<file path="src/rtl/quad_encoder_gen.sv">
// Quadrature encoder emulator: turns "rotate N detents" commands into A/B Gray-code waveforms
// with programmable phase spacing and optional contact-bounce glitches on the changing line.
module quad_encoder_gen #(
    parameter int unsigned PHASE_TICKS   = 400,
    parameter int unsigned BOUNCE_PULSES = 0,
    parameter int unsigned BOUNCE_TICKS  = 3,
    parameter int unsigned CNT_W         = 8,
    parameter int unsigned POS_W         = 16
) (
    input  logic             clk,
    input  logic             rst,
    input  logic             cmd_valid,
    output logic             cmd_ready,
    input  logic             cmd_dir,
    input  logic [CNT_W-1:0] cmd_count,
    output logic             Aout,
    output logic             Bout,
    output logic             busy,
    output logic             edge_pulse,
    output logic             done,
    output logic [POS_W-1:0] position
);

    localparam int unsigned TW = $clog2(PHASE_TICKS + 1);
    localparam int unsigned BW = (BOUNCE_TICKS > 1) ? $clog2(BOUNCE_TICKS) : 1;
    localparam int unsigned GW = $clog2(2 * BOUNCE_PULSES + 2);
    localparam int unsigned EW = CNT_W + 2;

    typedef enum logic [2:0] {StIdle, StEdge, StBounce, StHold, StDone} state_e;

    state_e          state_q;
    logic            dir_q;
    logic [1:0]      idx_q;
    logic [1:0]      chg_q;
    logic [EW-1:0]   edges_left_q;
    logic [TW-1:0]   tick_q;
    logic [BW-1:0]   btick_q;
    logic [GW-1:0]   toggles_q;

    logic [1:0]      idx_nxt;
    logic [1:0]      ab_nxt;
    logic [1:0]      ab_cur;
    logic            tick_last;
    state_e          after_hold;

    // Gray map: index 0..3 -> {A,B} = 00, 10, 11, 01
    function automatic logic [1:0] gray(input logic [1:0] i);
        return {i[1] ^ i[0], i[1]};
    endfunction

    always_comb begin
        idx_nxt    = dir_q ? idx_q + 2'd1 : idx_q - 2'd1;
        ab_nxt     = gray(idx_nxt);
        ab_cur     = gray(idx_q);
        // The EDGE cycle itself is the PHASE_TICKS-th tick, so leave HOLD one tick early.
        tick_last  = (tick_q == TW'(PHASE_TICKS - 1));
        after_hold = (edges_left_q != '0) ? StEdge : StDone;
    end

    assign busy = (state_q != StIdle);

    always_ff @(posedge clk) begin
        if (rst) begin
            state_q      <= StIdle;
            dir_q        <= 1'b0;
            idx_q        <= 2'd0;
            chg_q        <= 2'b00;
            edges_left_q <= '0;
            tick_q       <= '0;
            btick_q      <= '0;
            toggles_q    <= '0;
            Aout         <= 1'b0;
            Bout         <= 1'b0;
            edge_pulse   <= 1'b0;
            done         <= 1'b0;
            cmd_ready    <= 1'b0;
            position     <= '0;
        end else begin
            edge_pulse <= 1'b0;
            done       <= 1'b0;
            case (state_q)
                StIdle: begin
                    cmd_ready <= 1'b1;
                    if (cmd_valid && cmd_ready) begin
                        cmd_ready <= 1'b0;
                        dir_q     <= cmd_dir;
                        if (cmd_count == '0) begin
                            state_q <= StDone;
                        end else begin
                            edges_left_q <= {cmd_count, 2'b00};
                            state_q      <= StEdge;
                        end
                    end
                end
                StEdge: begin
                    idx_q        <= idx_nxt;
                    {Aout, Bout} <= ab_nxt;
                    chg_q        <= ab_nxt ^ ab_cur;
                    edge_pulse   <= 1'b1;
                    edges_left_q <= edges_left_q - EW'(1);
                    tick_q       <= TW'(1);
                    if (idx_nxt == 2'd0) begin
                        position <= dir_q ? position + POS_W'(1) : position - POS_W'(1);
                    end
                    if (BOUNCE_PULSES > 0) begin
                        btick_q   <= '0;
                        toggles_q <= GW'(2 * BOUNCE_PULSES);
                        state_q   <= StBounce;
                    end else begin
                        state_q <= StHold;
                    end
                end
                StBounce: begin
                    tick_q <= tick_q + TW'(1);
                    if (btick_q == BW'(BOUNCE_TICKS - 1)) begin
                        btick_q      <= '0;
                        {Aout, Bout} <= {Aout, Bout} ^ chg_q;
                        toggles_q    <= toggles_q - GW'(1);
                        // Bounce may legally end on the very last tick of the phase.
                        if (toggles_q == GW'(1)) begin
                            state_q <= tick_last ? after_hold : StHold;
                        end
                    end else begin
                        btick_q <= btick_q + BW'(1);
                    end
                end
                StHold: begin
                    tick_q <= tick_q + TW'(1);
                    if (tick_last) begin
                        state_q <= after_hold;
                    end
                end
                StDone: begin
                    done      <= 1'b1;
                    cmd_ready <= 1'b1;
                    state_q   <= StIdle;
                end
                default: state_q <= StIdle;
            endcase
        end
    end

endmodule

</file>
<file path="config.mk">
export PLATFORM = sky130hd
export DESIGN_NAME = quad_encoder_gen
export DESIGN_NICKNAME = d
export VERILOG_FILES = /design/src/rtl/quad_encoder_gen.sv
export SDC_FILE = /design/constraint.sdc
export NUM_CORES = 1
export LEC_CHECK = 0
export ABC_AREA = 1
export BUFFER_PORTS_ARGS = -buffer_cell sky130_fd_sc_hd__clkbuf_2
export CAP_MARGIN = 20
export CORE_ASPECT_RATIO = 0.7
export CORE_MARGIN = 2
export CORE_UTILIZATION = 59
export CTS_CLUSTER_SIZE = 12
export DETAILED_ROUTE_END_ITERATION = 6
export PLACE_DENSITY = 0.87
export SLEW_MARGIN = 15
export SYNTH_ARGS = -nofsm -noshare
export SYNTH_HDL_FRONTEND = slang
export SYNTH_SLANG_ARGS = --single-unit
</file>
<file path="constraint.sdc">
create_clock -name clk -period 2.8 [get_ports clk]
set_clock_uncertainty 0.15 [all_clocks]
set_input_delay 0.42 -clock clk [delete_from_list [all_inputs] [get_ports clk]]
set_output_delay 0.42 -clock clk [all_outputs]
set_load 0.05 [all_outputs]
</file>
# [Word level (Yosys, flattened, before mapping)]
# Index checks and enable logic that the tools add are counted.
[op_classes] n_addsub=8 n_eq_ne=11 mux=23 bitwise_logic=4 reduce_logical=17
[op_table] operator="3-bit 2-to-1 mux" count=7
[op_table] operator="10-bit 2-to-1 mux" count=2
[op_table] operator="10-bit one-hot mux with 2 select lines" count=1
[op_table] operator="9-bit one-hot mux with 2 select lines" count=1
[op_table] operator="16-bit by 1-bit adder with 16-bit output (second input constant)" count=1
[op_table] operator="16-bit 2-to-1 mux" count=1
[op_table] operator="16-bit by 1-bit subtractor with 16-bit output (second input constant)" count=1
[op_table] operator="3-bit one-hot mux with 4 select lines" count=1
[op_table] operator="2-bit inequality test (second input constant)" count=5
[op_table] operator="10-bit nonzero test" count=1
[op_table] operator="10-bit by 1-bit subtractor with 10-bit output (second input constant)" count=1
[op_table] operator="9-bit by 1-bit adder with 9-bit output (second input constant)" count=1
[op_table] operator="9-bit == test (second input constant)" count=1
[op_table] operator="8-bit logical NOT" count=1
[op_table] operator="2-bit AND reduction" count=4
[op_table] operator="2-bit nonzero test" count=4
[op_table] operator="3-bit by 2-bit == test with 1-bit output (second input constant)" count=2
[op_table] operator="1-bit one-hot mux with 2 select lines" count=3
[op_table] operator="1-bit 2-to-1 mux" count=5
[op_table] operator="2-bit by 1-bit adder with 2-bit output (second input constant)" count=2
[op_table] operator="2-bit 2-to-1 mux" count=2
[op_table] operator="4-bit AND reduction" count=1
[op_table] operator="2-bit bitwise XOR" count=2
[op_table] operator="3-bit by 1-bit == test with 1-bit output (second input constant)" count=1
[op_table] operator="other kinds (11)" count=12
[word_totals] reg_bits=51 input_bits=12 output_inout_bits=22 word_cells=77

# [Longest topological paths before layout]
# Gate-level depths: netlist of run 1.
[logic_depth] word_depth=6 ltp_mapped=12

# [Worst setup path after synthesis of run 1]
# OpenSTA, ideal clock, no wires.
[synth_path] kind="flip-flop to flip-flop" start="register position[0]" end="register position[14]" setup_ns=0.109 arrival_ns=1.940 slack_ns=0.601 stages_incl_launch_ff=11 path_buffers=0 synth_period_minus_slack_ns=2.199 path_cell_list="dfxtp_1 inv_1 fa_1 o21ai_1 nand2_1 nand2_1 nand2_1 nand3_1 nand3_1 nand2_1 inv_1"
[synth_via] elab_chain_len=2 elab_cells_between_ends=3 classes_between="2 x add/sub; 1 x mux"
[synth_rtl] element="from (decl)" line_no="21" rtl="output logic [POS_W-1:0] position"
[synth_rtl] element="from (signal assigned)" line_no="103" rtl="position <= dir_q ? position + POS_W'(1) : position - POS_W'(1);"
[synth_rtl] element="16-bit by 1-bit subtractor with 16-bit output / 16-bit by 1-bit adder with 16-bit output (equally long branches)" line_no="103"
[synth_rtl] element="16-bit 2-to-1 mux (*)" line_no="103"
# Every way passes the cells marked *; elsewhere a longest branch is shown, timed or not.
# A chain may end at the register's enable or synchronous reset.

# [Worst setup path after layout of run 1]
[layout_path] start="register dir_q" end="register position[11]"
[layout_via] elab_chain_len=3 elab_cells_between_ends=4 classes_between="2 x mux; 2 x reduce/logical"
[layout_rtl] element="from (decl)" line_no="32" rtl="logic dir_q;"
[layout_rtl] element="from (signal assigned)" line_no="86" rtl="dir_q <= cmd_dir;"
[layout_rtl] element="2-bit 2-to-1 mux" line_no="52" rtl="idx_nxt = dir_q ? idx_q + 2'd1 : idx_q - 2'd1;"
[layout_rtl] element="2-bit logical NOT" line_no="102" rtl="if (idx_nxt == 2'd0) begin"
[layout_rtl] element="2-bit AND reduction (no source line)"
# Several ways; a longest one is shown, not always the timed one.

==> flow_metrics.tcl, run 1 <==
set metrics [dict create \
    die_h_um 66.2 \
    cp-end-kind "flip-flop" \
    postCtsHoldBufs 0 \
    netlist_top_cells_count "103 x nand2_1, 71 x nor2_1, 57 x inv_1, 51 x dfxtp_1, 39 x a21oi_1" \
    p_int_mw 1.73 \
    whs_ns 0.207 \
    max_cap_viol_count 0 \
    routed_wl_um 7340 \
    cts_root_buf "clkbuf_8" \
    first_pass_iters 4 \
    synth_ff_type "dfxtp_1" \
    critPathMaxFanout 15 \
    synth-seq-cells 51 \
    synthXorXnorAreaFrac_pct 4.29 \
    syn_area_um2 3260 \
    grt_max_degree 36 \
    fillers 467 \
    synth.avg_cell_area_um2 6.81 \
    p_per_area_nw_per_um2 964 \
    netlist_top_cells_area "dfxtp_1 31%, nand2_1 12%, nor2_1 8.2%, inv_1 6.6%, ha_1 6.5%" \
    die_w_um 92.9 \
    tns_ns 0 \
    peakVddDrop_mv 0.316 \
    syn_inst 479 \
    async_flop_share_pct 0 \
    cp_data_arrival_time_ns 2.45 \
    wl_per_cell_um 12.6 \
    vias_per_cell 5.38 \
    drc 0 \
    finalSetupViolCount 0 \
    grt_pass1_wl_um 12400 \
    dp_hpwl_um 5450 \
    grt.total_usage_pct 24.9 \
    p_switching_mw 1.69 \
    synth_compound_area_share_pct 16.9 \
    synth_top_family_by_area "simple AND/OR/NAND/NOR gates" \
    synth.mux.area_fraction_pct 0 \
    worst_slew_pin_slew_ns 0.575 \
    seq_area_frac_synth_pct 31.3 \
    vias 3134 \
    core_area_um2 5290 \
    post_cts_buffers 0 \
    hold_viol 0 \
    htreeDepth 2 \
    diodes 0 \
    fp-row-count 22 \
    synth-simple-area-share_pct 30.6 \
    worstSetupPathType "flip-flop to flip-flop" \
    clk_pin_slew_worst_paths_ns 0.10 \
    synthAdderAreaFrac_pct 7.13 \
    synth.top_cell.area_share_pct 31.3 \
    num_io_pins 34 \
    die_area_um2 6150 \
    synthToLayoutAreaGrowth_pct 8.59 \
    clock_path_buffers 2 \
    fin_crit_sh_pct 85.8 \
    start_kind "flip-flop" \
    final_nets 540 \
    worstPathRequired_ns 2.85 \
    ant_nets 0 \
    comb_power_share_pct 56.9 \
    yosysMostFrequentCell "nand2_1" \
    run_status "finished, final reports clean" \
    drt_iter0_drc 200 \
    synth_fp_nets 509 \
    synth-edff-count 0 \
    overflow 0 \
    yosysTopAreaCell "dfxtp_1" \
    fin_crit_ns 2.40 \
    clkPwrFrac_pct 12.8 \
    grt_pass1_vias 2862 \
    rsz0062_at_grt "false" \
    antenna_found_initial 0 \
    cts_resized 0 \
    portBuffers 33 \
    min_path_type "input pin to flip-flop" \
    slew_viol_final 0 \
    sw_frac_of_total_pct 49.5 \
    tritoncts "yes" \
    cts_buffers 5 \
    clock_sinks 51 \
    fmax_mhz 416 \
    clk_latency_ns 0.30 \
    p_seq_share_pct 30.4 \
    yosysWarningCount 0 \
    place.gp.congestion 0.914 \
    ys_types 44 \
    start_util_pct 61.7 \
    slew_headroom_pct 61.7 \
    p_leak_nw 1.75 \
    drive_gt1_share_pct 12.9 \
]
final timing paths:
path                            depth (start not counted)  slack (ns)                   from                           end
worst max-delay path                                   11        0.40     dir_q$_SDFFE_PP0P_     position[11]$_SDFFE_PP0P_
worst min-delay path                                    3        0.21           cmd_count[0]  edges_left_q[2]$_SDFFE_PP0P_
worst max register to register                         11        0.40     dir_q$_SDFFE_PP0P_     position[11]$_SDFFE_PP0P_
worst min register to register                          2        0.35  chg_q[0]$_SDFFE_PP0P_         chg_q[0]$_SDFFE_PP0P_
per-layer routing:
metal | track usage, % | part of all wire [%] | up-vias
met2 | 42.3 | 45 | 64
li1 | - | - | 1626
met5 | 0 | 0 | -
met3 | 3.99 | 3.8 | 9
met4 | 6.80 | 1.1 | 0
met1 | 33.0 | 50 | 1435
final cells by class:
class	instances	area (um2)	area share, %
Multi-Input combinational cell	354	1920	54.3
Sequential cell	51	1020	28.8
Inverter	63	241	6.81
Timing Repair Buffer	35	180	5.08
Tap cell	72	90.1	2.54
Clock buffer	6	82.6	2.33
Clock inverter	1	5.00	0.141
metrics by stage:
step           std cells  cell area [um2]  total power [mW]  util [%]  setup WS (ns)
2_1_floorplan        479             3260              2.59         -          0.601
3_3_place_gp         575             3460              2.88      65.4          0.596
3_5_place_dp         575             3460              2.95      65.4          0.487
4_1_cts              582             3540              3.39      67.0          0.434
5_1_grt              582             3540              3.70      67.0          0.181
6_report             582             3540              3.42      67.0          0.396
worst max-delay path, cell delays in order (launching register included):
cell	delay (ns)
dfxtp_1	0.43
inv_1	0.31
ha_1	0.48
nand2_1	0.14
nor2_1	0.14
nand3_1	0.08
nand2_1	0.14
nand3_1	0.12
nand3_1	0.09
nand3_1	0.10
nand2_1	0.08
inv_1	0.04
cell families (layout without fill, tap and decap cells):
family | after synthesis | in the layout
DFF | 51 | 51
buffers and inverters | 74 | 105
AOI/OAI and AO/OA | 92 | 92
and+or+nand+nor | 228 | 228
adders and majority gates | 18 | 18
xor gates and xnor gates | 16 | 16
placed cells by master, fill, tap and decap left out, types with 11 or more instances in the layout:
master / instances
ha_1: 17
a21oi_1: 39
inv_1: 57
dfxtp_1: 51
nand3_1: 24
xor2_1: 11
nor2_1: 71
o21ai_0: 29
clkbuf_2: 33
nand2_1: 103
state kept, by name (all words and copies together), names as in the netlist, 2 cells and up:
signal,count
btick_q,2
chg_q,2
edges_left_q,10
idx_q,2
position,16
state_q,3
tick_q,9
power groups by stage:
stage	Clock (mW)	Sequential, mW	Combinational, mW
floorplan	0	1.18	1.41
global placement	0	1.04	1.84
detailed placement	0	1.05	1.90
CTS	0.440	1.03	1.92
global route	0.470	1.06	2.17
finish	0.436	1.04	1.94
(Power assumes the default switching activity.)
==> inputs of run 2 (changes only) <==
- ABC_AREA: 1 -> default
- ABC_CLOCK_PERIOD_IN_PS: default -> 2800
==> run 2 against run 1 <==
  * Via count down 5.7%
  * Core utilization up 2.6 points
  * First-iteration DRC count up 53%
  * Global-route usage up 0.97 points
  * Flip-flop and latch count unchanged
  * Critical path depth down 3
  * Highest routed layer unchanged
==> flow_metrics.tcl, run 2 <==
set metrics [dict create \
    run_status "finished, final reports clean" \
    grt_max_degree 51 \
    fillers 410 \
    slew_viol_final 0 \
    start_util_pct 62.5 \
    first_pass_iters 6 \
    die_h_um 64.2 \
    clock_sinks 51 \
    clk_latency_ns 0.30 \
    finalSetupViolCount 0 \
    routed_wl_um 7360 \
    peakVddDrop_mv 0.335 \
    tritoncts "yes" \
    fin_crit_ns 2.68 \
    wl_per_cell_um 15.3 \
    slowest_delay_ns 0.41 \
    htreeDepth 2 \
    core_area_um2 4890 \
    cts_root_buf "clkbuf_8" \
    yosysWarningCount 0 \
    yosysTopAreaCell "dfxtp_1" \
    synth-seq-cells 51 \
    die_w_um 90.0 \
    syn_inst 376 \
    cts_buffers 5 \
    worst_slew_pin_slew_ns 0.673 \
    clk_pin_slew_worst_paths_ns 0.10 \
    place.gp.congestion 0.913 \
    grt_pass1_wl_um 12400 \
    cpMaxStageDelayCell "or3_1" \
    clkPwrFrac_pct 22.4 \
    tns_ns 0 \
    multi_input_area_um2 1920 \
    die_area_um2 5780 \
    synthToLayoutAreaGrowth_pct 11.4 \
    drc 0 \
    final_common_cell "nor2_1" \
    largest-register "position" \
    ant_nets 0 \
    comb_power_share_pct 33.6 \
    synth.avg_cell_area_um2 8.13 \
    num_io_pins 34 \
    largest_reg_flops 16 \
    rsz0062_at_grt "false" \
    regArea_um2 1020 \
    fp-row-count 21 \
    diodes 0 \
    worstSetupPathType "flip-flop to flip-flop" \
    grt_pass1_vias 2694 \
    final_nets 442 \
    yosysMostFrequentCell "nor2_1" \
    grt.total_usage_pct 25.9 \
    p_switching_mw 0.713 \
    hold_viol 0 \
    fmax_mhz 373 \
    syn_area_um2 3060 \
    start_kind "flip-flop" \
    power_mw 1.93 \
    p_seq_share_pct 43.9 \
    min_from "cmd_count[5]" \
    drive_gt1_share_pct 17.9 \
    vias_per_cell 6.13 \
    synth_fp_nets 406 \
    dp_hpwl_um 5180 \
    synth.top_cell.area_share_pct 33.4 \
    clock_path_buffers 2 \
    sw_frac_of_total_pct 37.0 \
    vias 2954 \
    p_per_area_nw_per_um2 567 \
    final_cell_mix "53 x nor2_1, 49 x dfxtp_1, 38 x nand2_1, 33 x clkbuf_2, 30 x a21oi_1" \
    synth-edff-count 0 \
    critPathMaxFanout 4 \
    cp-end-kind "flip-flop" \
    worstPathRequired_ns 2.90 \
    p_int_mw 1.22 \
    netlist_top_cells_count "53 x nor2_1, 51 x dfxtp_1, 38 x nand2_1, 30 x a21oi_1, 18 x o21ai_0" \
    rr_startpoint "dir_q$_SDFFE_PP0P_" \
    p_leak_nw 1.41 \
    slew_headroom_pct 55.0 \
    async_flop_share_pct 0 \
    max_cap_viol_count 0 \
    path_cells "buf_4, fa_1, and2b_1, o31a_1, o211ai_1, or3_1, a2111o_1, nand3_1" \
    cp_data_arrival_time_ns 2.78 \
    ys_types 58 \
    antenna_found_initial 0 \
    synth_ff_type "dfxtp_1" \
    netlist_top_cells_area "dfxtp_1 33%, ha_1 7.0%, nor2_1 6.5%, a21oi_1 4.9%, nand2_1 4.7%" \
    min_path_type "input pin to flip-flop" \
    drt_iter0_drc 305 \
    crit_start "dir_q$_SDFFE_PP0P_" \
    fin_crit_sh_pct 95.8 \
    seq_area_frac_synth_pct 33.4 \
    reg_top3 "position x16, edges_left_q x10, tick_q x9" \
    portBuffers 33 \
    overflow 0 \
]
-- run 2: cell count changes after synthesis, sizes merged, moves of 6 or more --
cell and delta:
nand2 -70, inv -54, nor2 -20, o21ai -14
nand3 -13, a21oi -9, xor2 -8, or3 +7
a21o +6, a22oi +6, nor2b +6
-- run 2: cell type report --
cell class / instances / share of cell area (%)
Tap cell: 69 / 2.54
Timing Repair inverter: 1 / 0.221
Sequential cell: 51 / 30.1
Timing Repair Buffer: 43 / 7.06
Clock inverter: 3 / 0.588
Clock buffer: 5 / 2.02
Multi-Input combinational cell: 300 / 56.3
Inverter: 10 / 1.21
-- run 2: final timing paths --
kind / end / slack (ns) / cells past startpoint
worst max register to register: position[14]$_SDFFE_PP0P_ / 0.12 / 8
worst min register to register: position[5]$_SDFFE_PP0P_ / 0.34 / 2
worst min-delay path: edges_left_q[7]$_SDFFE_PP0P_ / 0.22 / 3
worst max-delay path: position[14]$_SDFFE_PP0P_ / 0.12 / 8
-- run 2: routing by layer --
metal	global-route usage (%)	up-vias	wire length, um
met1	37.8	1350	3410
met3	4.95	12	665
met5	0	-	0
met2	39.5	153	3220
li1	-	1439	-
met4	6.35	0	67
-- run 2: cell families after synthesis --
kind of cell	count (synthesis)	synth area share [%]
simple gates	160	25.9
compound gates	102	22.9
flops	51	33.4
buf+inv	25	3.89
fa+ha+maj	18	7.62
xor+xnor	12	3.44
mux	8	2.83
-- run 2: worst max-delay path, delay by kind of cell (launching register included) --
kind                     cells  cell delay (ns)
AND/OR/NAND/NOR              3             0.74
flip-flops                   1             0.37
adder cells (fa/ha/maj)      1             0.37
AO/OA/AOI/OAI                3             0.84
buffers and inverters        1             0.16
-- run 2: what timing repair did --
| item | CTS | global route |
|---|---|---|
| buffers inserted | 0 | 2 |
| endpoints found under the setup margin | 0 | 2 |
| hold buffers | 0 | 0 |
| gates resized for setup | 0 | 4 |
-- run 2: power groups by stage --
stage,registers [mW],clock network [mW],logic (mW)
after floorplan,0.898,0,0.453
after global placement,0.855,0,0.604
after detailed placement,0.858,0,0.629
after CTS,0.843,0.443,0.635
after global routing,0.857,0.471,0.712
final,0.848,0.433,0.648
-- run 2: per-stage QoR --
| stage | util (%) | hold WS, ns | cell area (um2) | setup slack, ns | cells |
|---|---|---|---|---|---|
| 3_3_place_gp | 67.2 | 0.312 | 3290 | 0.259 | 471 |
| 2_1_floorplan | - | 0.297 | 3060 | 0.0384 | 376 |
| 3_5_place_dp | 67.2 | 0.324 | 3290 | 0.108 | 471 |
| 4_1_cts | 69.0 | 0.216 | 3370 | 0.0795 | 479 |
| 6_report | 69.6 | 0.224 | 3400 | 0.116 | 482 |
| 5_1_grt | 69.6 | 0.236 | 3400 | 0.0233 | 482 |
